[config.mk]
export PLATFORM = sky130hd
export DESIGN_NAME = iomem_sample_fifo
export DESIGN_NICKNAME = d
export VERILOG_FILES = /design/src/rtl/iomem_sample_fifo.sv
export SDC_FILE = /design/constraint.sdc
export NUM_CORES = 1
export LEC_CHECK = 0
export BUFFER_PORTS_ARGS = -buffer_cell sky130_fd_sc_hd__buf_2
export CAP_MARGIN = 20
export CORE_MARGIN = 1.5
export CORE_UTILIZATION = 63
export CTS_CLUSTER_DIAMETER = 200
export DETAILED_ROUTE_END_ITERATION = 16
export GPL_ROUTABILITY_DRIVEN = 0
export PLACE_DENSITY = 0.84
export REMOVE_ABC_BUFFERS = 1
export SLEW_MARGIN = 30
export SYNTH_ARGS = -nofsm -noshare
export SYNTH_HDL_FRONTEND = slang
export SYNTH_SLANG_ARGS = --single-unit
[constraint.sdc]
create_clock -name clk -period 6.6 [get_ports clk]
set_input_delay 1.32 -clock clk [delete_from_list [all_inputs] [get_ports clk]]
set_output_delay 1.32 -clock clk [all_outputs]
set_load 0.02 [all_outputs]
[src/rtl/iomem_sample_fifo.sv]
// Memory-mapped audio sample FIFO on the iomem bus.
// Firmware pushes samples; sample_tick pops them toward the codec.
module iomem_sample_fifo #(
    parameter logic [31:0] BASE_ADDR = 32'h0300_0000,
    parameter int          DEPTH     = 16,
    parameter int          SAMPLE_W  = 16
) (
    input  logic                clk,
    input  logic                resetn,
    input  logic                iomem_valid,
    output logic                iomem_ready,
    input  logic [3:0]          iomem_wstrb,
    input  logic [31:0]         iomem_addr,
    input  logic [31:0]         iomem_wdata,
    output logic [31:0]         iomem_rdata,
    input  logic                sample_tick,
    output logic [SAMPLE_W-1:0] sample_out,
    output logic                sample_valid,
    output logic                irq
);

    localparam int AW = $clog2(DEPTH);
    localparam int LW = AW + 1;

    logic [SAMPLE_W-1:0] mem_q [DEPTH];
    logic [AW-1:0]       wr_ptr_q, wr_ptr_d, rd_ptr_q, rd_ptr_d;
    logic [LW-1:0]       level_q, level_d;
    logic                enable_q, enable_d, irq_en_q, irq_en_d;
    logic [7:0]          thresh_q, thresh_d;
    logic                underrun_q, underrun_d;
    logic                ready_q, ready_d;
    logic [31:0]         rdata_q, rdata_d;
    logic [SAMPLE_W-1:0] sample_out_q, sample_out_d;
    logic                sample_valid_q, sample_valid_d;
    logic                irq_q, irq_d;

    logic       sel, is_wr, full, empty, stall, fire;
    logic       push, flush, clr_udr, pop_req, pop;
    logic [1:0] off;
    logic [7:0] level8;
    logic       unused;

    assign unused = ^{iomem_addr[1:0], iomem_wdata};

    always_comb begin
        sel     = iomem_valid && (iomem_addr[31:4] == BASE_ADDR[31:4]);
        is_wr   = |iomem_wstrb;
        off     = iomem_addr[3:2];
        level8  = 8'(level_q);
        full    = (level_q == LW'(DEPTH));
        empty   = (level_q == '0);
        // A DATA write into a full FIFO waits here instead of dropping data.
        stall   = sel && is_wr && (off == 2'd0) && full;
        fire    = sel && !ready_q && !stall;
        push    = fire && is_wr && (off == 2'd0);
        flush   = fire && is_wr && (off == 2'd3) && iomem_wdata[1];
        clr_udr = fire && is_wr && (off == 2'd3) && iomem_wdata[0];
        pop_req = sample_tick && enable_q;
        pop     = pop_req && !empty && !flush;
    end

    always_comb begin
        wr_ptr_d       = wr_ptr_q + AW'(push);
        rd_ptr_d       = flush ? wr_ptr_q : rd_ptr_q + AW'(pop);
        level_d        = flush ? '0 : level_q + LW'(push) - LW'(pop);
        enable_d       = enable_q;
        irq_en_d       = irq_en_q;
        thresh_d       = thresh_q;
        underrun_d     = underrun_q;
        ready_d        = fire;
        rdata_d        = '0;
        sample_out_d   = sample_out_q;
        sample_valid_d = pop_req;
        irq_d          = enable_q && irq_en_q && (level8 <= thresh_q);

        if (fire && is_wr && (off == 2'd2)) begin
            enable_d = iomem_wdata[0];
            irq_en_d = iomem_wdata[1];
            thresh_d = iomem_wdata[15:8];
        end
        if (clr_udr)
            underrun_d = 1'b0;
        if (pop_req) begin
            sample_out_d = pop ? mem_q[rd_ptr_q] : '0;
            if (empty && !flush)
                underrun_d = 1'b1;
        end
        if (fire && !is_wr) begin
            case (off)
                2'd0:    rdata_d = 32'(sample_out_q);
                2'd1:    rdata_d = {21'd0, underrun_q, full, empty, level8};
                2'd2:    rdata_d = {16'd0, thresh_q, 6'd0, irq_en_q, enable_q};
                default: rdata_d = '0;
            endcase
        end
    end

    always_ff @(posedge clk) begin
        if (!resetn) begin
            wr_ptr_q       <= '0;
            rd_ptr_q       <= '0;
            level_q        <= '0;
            enable_q       <= 1'b0;
            irq_en_q       <= 1'b0;
            thresh_q       <= 8'(DEPTH / 2);
            underrun_q     <= 1'b0;
            ready_q        <= 1'b0;
            rdata_q        <= '0;
            sample_out_q   <= '0;
            sample_valid_q <= 1'b0;
            irq_q          <= 1'b0;
        end else begin
            wr_ptr_q       <= wr_ptr_d;
            rd_ptr_q       <= rd_ptr_d;
            level_q        <= level_d;
            enable_q       <= enable_d;
            irq_en_q       <= irq_en_d;
            thresh_q       <= thresh_d;
            underrun_q     <= underrun_d;
            ready_q        <= ready_d;
            rdata_q        <= rdata_d;
            sample_out_q   <= sample_out_d;
            sample_valid_q <= sample_valid_d;
            irq_q          <= irq_d;
        end
    end

    // Storage needs no reset; only slots below level are ever read.
    always_ff @(posedge clk) begin
        if (resetn && push)
            mem_q[wr_ptr_q] <= iomem_wdata[SAMPLE_W-1:0];
    end

    assign iomem_ready  = ready_q;
    assign iomem_rdata  = rdata_q;
    assign sample_out   = sample_out_q;
    assign sample_valid = sample_valid_q;
    assign irq          = irq_q;

endmodule

==> flow_summary_export.csv <==
group,metric,value,unit
route,wl,27920,um
floorplan,initial_core_util,0.6428,
cts,insertion_delay,0.55,ns
logic_synthesis,synthCells,710,
cts,post_cts_buffers,0,
cts,cts_num_sinks,315,
run,max-cap-violations,0,
cells_and_area,fin_nets,905,
cts,path_clk_slew,0.06,ns
route,drt_first_pass_iters,5,
worst_setup_path,arrival,4.18,ns
global_route,grt_pass1_vias,7065,
cells_and_area,syn_to_final_growth,13.73,%
cells_and_area,diodes,0,
global_route,grt_max_degree,54,
sta,fin_skew,0.01581,ns
cells_and_area,seq_area,0.008875,sq mm
floorplan,die_h,143.9,um
route,drtIter0Drc,628,
floorplan,die_width,143.9,um
route,route.detailed.drc,0,
floorplan,ios,123,
logic_synthesis,ys_seq_area_frac,0.7089,
global_route,grt_busiest_layer,"met2",
logic_synthesis,ys_ff_latch,315,
route,final_antenna_net_count,0,
sta,slew_viol_final,0,
power_and_ir_drop,vdd_drop_max,0.1919,mV
sta,worst_slew_pin_slew,0.9722,ns
sta,grt_setup_unrepaired,"false",
sta,slew_headroom,0.3495,
placed_design,dp_cells,1050,
outcome,status,"finished clean",
placed_design,hpwl,15720,um
worst_setup_path,end_kind,"register",
sta,whs,0.4958,ns
placed_design,numPortBuffers,88,
logic_synthesis,synth_ff_type,"edfxtp_1",
cells_and_area,layout_common_cells,"edfxtp_1, buf_2, mux4_2, dfxtp_1, mux2i_1",
cells_and_area,multiInputGateArea,0.003387,sq mm
sta,period_share,0.5975,
global_route,grt-ovfl-total,0,
worst_setup_path,criticalPathCategory,"in -> reg",
route,wl_per_cell,25.27,um
floorplan,die_area,0.02071,sq mm
global_route,grtUsageMet2,0.4596,
global_route,antenna_found_initial,1,
worst_setup_path,startpoint_type,"input port",
cts,htree_levels,1,
sta,tns,0,ns
cts,clockBufferDepth,3,
sta,setup_viol,0,
cts,cts-resized-gates,0,
cts,cts_root_buf,"clkbuf_16",
route,viasPerCell,6.357,
cts,cts_tree,"yes",
logic_synthesis,netlist-cell-type-count,48,
route,num_vias,7024,
cells_and_area,drive_above_1_share,0.2917,
cells_and_area,fill_cells,1071,
power_and_ir_drop,power.density,272.7,mW/mm^2
power_and_ir_drop,p_leak,4.794,nW
logic_synthesis,avgSynthCellArea,17.62,sq um
logic_synthesis,syn-cell-area,0.01251,sq mm
cells_and_area,layout.cells.non_filler,1105,
cts,cts-buffers-inserted,29,
logic_synthesis,synth_edf_count,256,
logic_synthesis,ys_warn_count,0,
sta,period_minus_slack,3.943,ns
sta,final-hold-violation-count,0,
cells_and_area,final_util,0.7310,
hold_path,min_path_type,"reg -> reg",
global_route,use_met3,0.06265,
floorplan,fp.coreArea,0.01946,sq mm
cts,ctsHoldBuffers,0,
worst_setup_path,path_max_fanout,21,
logic_synthesis,synth-async-reset-ratio,0,
global_route,grt_pass1_wl,41590,um
global_route,grtUsageTotal,0.2785,
floorplan,rows,51,
sta,fmax,0.2536,GHz
cells_and_area,mostFrequentLayoutCell,"edfxtp_1",
worst_setup_path,cp_data_required_time,6.83,ns
global_route,grt_use_met1,0.3682,
[state kept, by name, indices dropped and copies added (netlist names)]
name	flops
mem_q	256
sample_out	16
enable_q	1
underrun_q	1
level_q	5
sample_valid	1
thresh_q	8
wr_ptr_q	4
irq_en_q	1
iomem_rdata	16
rd_ptr_q	4
iomem_ready	1
irq	1
[routing by layer]
layer | vias to the layer above | share of wire
li1 | 2965 | -
met1 | 3503 | 0.38
met2 | 480 | 0.49
met3 | 74 | 0.10
met4 | 2 | 0.028
met5 | - | 0.00047
[final timing paths]
path | startpoint | endpoint | slack, ns | cells after the start
setup / recovery | resetn | mem_q[11][12] | 2.66 | 6
hold / removal | sample_out[7] | iomem_rdata[7] | 0.50 | 1
setup reg to reg | level_q[2] | mem_q[11][12] | 2.98 | 8
hold reg to reg | sample_out[7] | iomem_rdata[7] | 0.50 | 1
[layout make-up]
cell class / count / area share
Inverter: 16 / 0.004221
Multi-Input combinational cell: 343 / 0.2381
Clock buffer: 38 / 0.05549
Timing Repair Buffer: 112 / 0.04362
Tap cell: 265 / 0.02330
Sequential cell: 315 / 0.6238
Clock inverter: 16 / 0.01152
[worst max-delay path: stages]
cell	delay (ns)
buf_2	0.18
inv_1	0.35
nor4b_1	0.74
nand3b_1	0.35
nor2_1	0.83
buf_4	0.39
[stage by stage]
step           instance area (sq um)  worst slack, ns  total power, mW
5_1_grt                        14230            2.425            3.978
6_report                       14230            2.657            3.879
3_5_place_dp                   13260            2.089            2.246
2_1_floorplan                  12290            2.399            2.203
4_1_cts                        14220            2.650            3.889
3_3_place_gp                   13260            2.161            2.242
[report_power, final]
part	total, mW	switching [mW]	leakage (nW)	internal, mW
Clock	1.68	0.714	0.466	0.961
Combinational	0.0619	0.0460	1.55	0.0159
Sequential	2.14	0.000000000104	2.78	2.14
Total	3.88	0.760	4.79	3.12
[cell families after synthesis]
family | synth area share
AOI/OAI and AO/OA | 0.03911
xor gates and xnor gates | 0.005601
adders and majority gates | 0.01660
buffers and inverters | 0.02721
DFF | 0.7089
muxes | 0.1478
other | 0.0002998
and+or+nand+nor | 0.05441
[cell usage after synthesis, types with 2 or more instances]
master | instances | area (sq um)
ha_1 | 15 | 187.7
mux2_2 | 2 | 22.52
clkbuf_1 | 20 | 75.07
nand4_1 | 2 | 12.51
dfxtp_1 | 59 | 1181
nor2_1 | 46 | 172.7
xor2_1 | 4 | 35.03
a22o_1 | 7 | 61.31
nand3_1 | 5 | 25.02
and2_1 | 23 | 143.9
mux2i_1 | 43 | 430.4
nor3b_1 | 3 | 22.52
a211oi_1 | 15 | 112.6
o21ai_0 | 7 | 35.03
nand2_1 | 12 | 45.04
mux4_2 | 62 | 1396
and3_1 | 2 | 12.51
buf_4 | 16 | 120.1
a21oi_1 | 20 | 100.1
buf_1 | 2 | 7.510
nor4_1 | 7 | 43.79
nor2b_1 | 3 | 18.77
nor4b_1 | 5 | 43.79
buf_2 | 11 | 55.05
inv_1 | 16 | 60.06
nand2b_1 | 7 | 43.79
a22o_2 | 10 | 100.1
buf_6 | 2 | 22.52
nor3_1 | 7 | 35.03
edfxtp_1 | 256 | 7687
xnor2_1 | 4 | 35.03
Power figures use the tool's default switching activity.
